**config.mk**
```make
export PLATFORM = sky130hd
export DESIGN_NAME = onehot_sequencer
export DESIGN_NICKNAME = d
export VERILOG_FILES = /design/src/rtl/onehot_sequencer.sv
export SDC_FILE = /design/constraint.sdc
export NUM_CORES = 1
export LEC_CHECK = 0
export BUFFER_PORTS_ARGS = -buffer_cell sky130_fd_sc_hd__clkbuf_2
export CAP_MARGIN = 20
export CORE_AREA = 2 2 39 41
export CTS_CLUSTER_SIZE = 8
export DETAILED_ROUTE_END_ITERATION = 8
export DIE_AREA = 0 0 41 43
export PLACE_DENSITY = 0.66
export SYNTH_ARGS = -nofsm -noshare
export SYNTH_HDL_FRONTEND = slang
export SYNTH_SLANG_ARGS = --single-unit
```
**constraint.sdc**
```tcl
create_clock -name clk -period 1.9 [get_ports clk]
set_input_delay 0.19 -clock clk [delete_from_list [all_inputs] [get_ports clk]]
set_output_delay 0.19 -clock clk [all_outputs]
set_load 0.05 [all_outputs]
```
**src/rtl/onehot_sequencer.sv**
```systemverilog
// Registered N-to-2^N one-hot decoder with a rotating sequencer mode.
// A binary index is loaded through a valid/ready handshake and presented as a
// registered one-hot word. In rotate modes the hot bit walks one place per
// consumed beat, producing an endless stream until the next load.
module onehot_sequencer #(
    parameter int unsigned N = 2,
    localparam int unsigned OUT_W = 2 ** N
) (
    input  logic             clk,
    input  logic             rst_n,
    input  logic             in_valid,
    output logic             in_ready,
    input  logic [N-1:0]     sel,
    input  logic [1:0]       mode,
    output logic [OUT_W-1:0] out,
    output logic [N-1:0]     idx,
    output logic             out_valid,
    input  logic             out_ready,
    output logic             wrap
);

    typedef enum logic [1:0] {
        ModeHold  = 2'b00,
        ModeLeft  = 2'b01,
        ModeRight = 2'b10,
        ModeRsvd  = 2'b11
    } mode_e;

    logic [OUT_W-1:0] out_q, out_d;
    logic [N-1:0]     idx_q, idx_d;
    mode_e            mode_q, mode_d;
    logic             valid_q, valid_d;
    logic             wrap_q, wrap_d;

    logic load, consume;

    assign in_ready = !valid_q || out_ready;
    assign load     = in_valid && in_ready;
    assign consume  = valid_q && out_ready;

    // Next-state: a load always wins over a rotation step on the same cycle.
    always_comb begin
        idx_d   = idx_q;
        mode_d  = mode_q;
        valid_d = valid_q;
        wrap_d  = 1'b0;
        if (load) begin
            idx_d   = sel;
            mode_d  = mode_e'(mode);
            valid_d = 1'b1;
        end else if (consume) begin
            unique case (mode_q)
                ModeLeft: begin
                    idx_d  = idx_q + N'(1);
                    wrap_d = (idx_q == {N{1'b1}});
                end
                ModeRight: begin
                    idx_d  = idx_q - N'(1);
                    wrap_d = (idx_q == '0);
                end
                default: valid_d = 1'b0;
            endcase
        end
    end

    // The one-hot word is always re-derived from the next index, so out and idx
    // can never disagree.
    always_comb begin
        out_d = '0;
        for (int unsigned i = 0; i < OUT_W; i++) begin
            out_d[i] = (idx_d == N'(i));
        end
    end

    // State registers.
    always_ff @(posedge clk or negedge rst_n) begin
        if (!rst_n) begin
            out_q   <= OUT_W'(1);
            idx_q   <= '0;
            mode_q  <= ModeHold;
            valid_q <= 1'b0;
            wrap_q  <= 1'b0;
        end else begin
            out_q   <= out_d;
            idx_q   <= idx_d;
            mode_q  <= mode_d;
            valid_q <= valid_d;
            wrap_q  <= wrap_d;
        end
    end

    assign out       = out_q;
    assign idx       = idx_q;
    assign out_valid = valid_q;
    assign wrap      = wrap_q;

endmodule

```
### Word level (Yosys, flattened, before mapping)

Cells that the tools add are included.

| storage, ports and cells | value |
|---|---|
| register bits | 10 |

| operators by class | value |
|---|---|
| $add $sub $neg | 2 |
| equality and inequality tests | 7 |
| muxes and demuxes | 9 |
| reductions and logical operators | 9 |

Operator list:

| operator | count |
|---|---|
| 2-bit equality test (second input constant) | 4 |
| 1-bit 2-to-1 mux | 5 |
| 2-bit by 1-bit equality test with 1-bit output (second input constant) | 2 |
| 2-bit zero test | 2 |
| 2-bit 2-to-1 mux | 2 |
| 2-bit case mux with 2 select lines | 1 |
| 2-bit by 1-bit adder with 2-bit output (second input constant) | 1 |
| 1-bit logical AND | 2 |
| 2-bit by 1-bit inequality test with 1-bit output (second input constant) | 1 |
| 1-bit case mux with 2 select lines | 1 |
| 2-bit AND reduction | 1 |
| 2-bit nonzero test | 1 |
| 2-bit OR reduction | 1 |
| 2-bit by 1-bit subtractor with 2-bit output (second input constant) | 1 |
| 1-bit zero test | 1 |
| 1-bit logical OR | 1 |

### Logic depth before layout (Yosys ltp)

| logic depth | value |
|---|---|
| word-level depth | 5 |
| mapped depth | 5 |
| depth with buffers taken out | 5 |

### Worst setup path after synthesis

OpenSTA, ideal clock, no wires.

| timing path | value |
|---|---|
| kind | reg2reg |
| start | reg valid_q, in the netlist out_valid |
| end | reg out_q[3], in the netlist out[3] |
| arrival | 1.832 ns |
| setup slack | -0.053 ns |
| cell stages (with the launch flop) | 4 |
| buffers on the path | 0 |
| path through | dfrtp_1 -> nand2b_1 -> a32o_1 -> o211a_1 |

| on the way | value |
|---|---|
| word-level cells in the longest chain between the ends | 5 |
| elaborated cells on any way between the ends | 7 |
| classes of those cells | eq/ne (1); mux (2); reduce/logical (4) |

RTL lines:

| element | line | RTL |
|---|---|---|
| start: declaration | 32 | `logic valid_q, valid_d;` |
| start signal: assignment | 87 | `valid_q <= valid_d;` |
| 1-bit zero test | 37 | `assign in_ready = !valid_q \|\| out_ready;` |
| 1-bit logical OR | 37 |  |
| via in_ready | 12 | `output logic in_ready,` |
| 1-bit logical AND | 38 | `assign load = in_valid && in_ready;` |
| 2-bit 2-to-1 mux | 47 | `if (load) begin` |
| 2-bit equality test | 71 | `out_d[i] = (idx_d == N'(i));` |
| via out_d[3] | 29 | `logic [OUT_W-1:0] out_q, out_d;` |
| end signal: assignment | 84 | `out_q <= out_d;` |
| end: declaration | 29 |  |

The timed path passes the listed nets, and every way through them passes these cells.
A chain may end at the register's enable or synchronous reset.

### Final worst setup path

| timing path | value |
|---|---|
| start | reg mode_q[0] |
| end | reg out_q[2], in the netlist out[2] |

| on the way | value |
|---|---|
| word-level cells in the longest chain between the ends | 5 |
| elaborated cells on any way between the ends | 6 |
| classes of those cells | eq/ne (3); mux (3) |

RTL lines:

| element | line | RTL |
|---|---|---|
| start: declaration | 31 | `mode_e mode_q, mode_d;` |
| start signal: assignment | 80 | `mode_q <= ModeHold;` |
| start signal: assignment | 86 | `mode_q <= mode_d;` |
| 2-bit equality test / 2-bit by 1-bit equality test with 1-bit output (equally long branches) | 52 | `unique case (mode_q)` |
| 2-bit case mux with 2 select lines * | 52 |  |
| 2-bit 2-to-1 mux * | 51 | `end else if (consume) begin` |
| 2-bit 2-to-1 mux * | 47 |  |
| 2-bit equality test * | 71 |  |
| via out_d[2] | 29 |  |

The timed path passes the listed nets; every way through them passes the cells marked *.

==> results_dict.tcl <==
set metrics [dict create \
    status "complete, no violations" \
    max-cap-violations 0 \
    tightest_slew_ns 0.410 \
    final_cells 81 \
    slowest_stage "dfrtp_1" \
    drt-total-wl_microns 1070 \
    crit_fanout 5 \
    dpl.hpwl_microns 828 \
    p_int_mw 0.614 \
    fin_util_pct 50.5 \
    critPathLaunch "mode_q[0]" \
    placed_area_sq_um 646 \
    cts_buffers 3 \
    gp_congestion 0.778 \
    die_w_microns 41 \
    placed_cells 76 \
    grt_pass1_vias 375 \
    synth_area_leaders "dfrtp_1 41%, o32ai_4 5.0%, dfstp_2 4.8%" \
    path_buf_inv 1 \
    rsz0062_at_grt "no" \
    end_kind "register" \
    row_count 14 \
    switchingPower_mw 0.526 \
    worstHoldPathType "primary input to register" \
    setup_viol 0 \
    finalCritPeriodShare_pct 85.5 \
    synth_top_cell_by_area "dfrtp_1" \
    io_buffers 16 \
    drc 0 \
    combinationalPowerShare_pct 52.5 \
    cp_top_family "simple AND/OR/NAND/NOR gates" \
    drt-initial-drc-count 4 \
    route.vias.total 424 \
    ys_ff_latch 10 \
    rr_startpoint "mode_q[0]" \
    max_freq_mhz 616 \
    cts_root_buf "clkbuf_4" \
    dr.pass1.iters 4 \
    clk_path_buf_depth 2 \
    maxSlewHeadroom_pct 72.6 \
    crit_path_max_incr_delay_ns 0.37 \
    arrival_ns 1.82 \
    avgSynthCellArea_sq_um 12.2 \
    grt_overflow 0 \
    syn_to_final_growth_pct 26.8 \
    numClockSinks 10 \
    cp_data_required_time_ns 2.10 \
    yosysUniqueCellTypes 27 \
    avgRoutedWirePerCell_microns 13.2 \
    crit_chain "inv_1 -> ha_1 -> and4bb_4 -> o32ai_4 -> and4_1" \
    async_flop_share_pct 100 \
    finalPower_mw 1.14 \
    postRouteAntennaNets 0 \
    power_frac_clock_pct 16.5 \
    synth_top_area_share_pct 40.9 \
    synth_edf_count 0 \
    pwr-share-seq_pct 31.0 \
    grt_pass1_wl_microns 1640 \
    die_area_sq_mm 0.00176 \
    critPathKind "register to register" \
    clk_latency_ns 0.26 \
    ys_top_cells_by_count "9 x dfrtp_1, 3 x nand2_1, 3 x nor2b_1" \
    start_util_pct 39.8 \
    yosysMostFrequentCell "dfrtp_1" \
    synth_fp_nets 55 \
    synth_ff_type "dfrtp_1" \
    viasPerCell 5.23 \
    skew_ns 0.00314 \
    antenna_found_initial 0 \
    finalHoldViolCount 0 \
    cts_tree "built" \
    drive_gt1_share_pct 41.5 \
    yosys_warnings 0 \
    nets 76 \
    p_per_area_mw_per_mm2 1630 \
    synth_cells 45 \
    p_leak_nw 0.333 \
    final_cell_area_sq_um 698 \
    p_sw_share_pct 46.2 \
    syn_area_sq_um 551 \
    io_pins 17 \
    start_kind "register" \
    min_period_ns 1.62 \
    hp-start "mode[1]" \
    core_sq_mm 0.00138 \
    die_y_microns 43 \
    clk_pin_slew_ns 0.07 \
    grt_max_degree 11 \
    setup_tns_ns 0 \
    antenna_cells 0 \
    ir_drop_mv 0.657 \
    maxSlewViolCount 0 \
    synth-seq-area-share_pct 45.7 \
    cts-htree-levels 1 \
    grt_usage_pct 14.9 \
]
[path summary, 6_finish.rpt]
kind	endpoint	slack (ns)	cells after the start
max	out[2]	0.28	5
min	mode_q[1]	0.16	2
max reg2reg	out[2]	0.28	5
min reg2reg	mode_q[0]	0.55	1
max in group asynchronous	out[0]	1.32	2
min in group asynchronous	wrap	0.32	2
[sequential cells by signal, summed over array words and instances (netlist names)]
register	flops
out	4
idx	2
mode_q	2
out_valid	1
wrap	1
[logic make-up after synthesis]
logic type,Yosys count,share of synthesized area [%]
AND/OR/NAND/NOR,17,21.1
AO/OA/AOI/OAI,10,17.7
flip-flops,10,45.7
buffers and inverters,3,2.73
multiplexers,2,4.09
adder cells (fa/ha/maj),2,4.54
XOR/XNOR,1,4.09
[worst reg2reg max path: stages (launching register included)]
cell      delay (ns)
dfrtp_1         0.37
inv_1           0.06
ha_1            0.35
and4bb_4        0.23
o32ai_4         0.32
and4_1          0.24
[power by group through the flow]
| stage | sequential (mW) | combinational [mW] | clock [mW] |
|---|---|---|---|
| 5_1_grt | 0.365 | 0.640 | 0.205 |
| 3_3_place_gp | 0.353 | 0.595 | 0 |
| 3_5_place_dp | 0.357 | 0.597 | 0 |
| 4_1_cts | 0.353 | 0.601 | 0.193 |
| 6_report | 0.354 | 0.599 | 0.188 |
| 2_1_floorplan | 0.571 | 0.257 | 0 |
[metal layers]
metal,global-route usage [%],wire [microns]
met1,18.4,463
met2,20.6,512
met5,0,0
met4,11.3,27
met3,4.71,62
[cell type report]
type / count / area [sq um]
clock buffers: 4 / 36.3
flip-flops and latches: 10 / 251
inverters: 2 / 7.51
repair buffers: 17 / 90.1
multi-input cells: 32 / 293
well taps: 16 / 20.0
fillers: 129 / 686
[what timing repair did]
action / CTS / global route
endpoints found under the setup margin: 0 / 1
endpoints found under the hold margin: 9 / 0
gates resized for setup: 0 / 1
hold buffers: 1 / 0
buffers inserted: 0 / 0
[stage by stage]
step | worst slack, ns | hold WS [ns]
3_3_place_gp | 0.289 | 0.0657
2_1_floorplan | 0.148 | -0.106
3_5_place_dp | 0.238 | 0.0673
4_1_cts | 0.217 | 0.157
6_report | 0.275 | 0.160
5_1_grt | 0.194 | 0.153
[cell usage in the layout (no fill, tap or decap)]
cell type      Yosys  final
o21a_1             1      1
o211a_1            1      1
a32oi_1            1      1
xnor3_1            1      1
o32ai_4            1      1
a31oi_1            1      1
a32o_1             1      1
a21o_1             1      1
clkbuf_2           0     16
nor2_1             1      1
a211oi_1           1      1
dfrtp_1            9      9
and4_1             1      1
nor3b_1            2      2
and2_1             1      1
nor2b_1            3      3
nand3b_1           2      2
nand2_1            3      3
nand2b_1           2      1
dlygate4sd3_1      0      1
nand2b_2           0      1
mux2_2             2      2
o21ai_1            1      1
and4bb_4           1      1
clkbuf_8           0      1
clkbuf_4           0      3
ha_1               2      2
a22oi_1            1      1
inv_1              2      2
nor4b_2            0      1
dfstp_2            1      1
(Power assumes the default switching activity.)
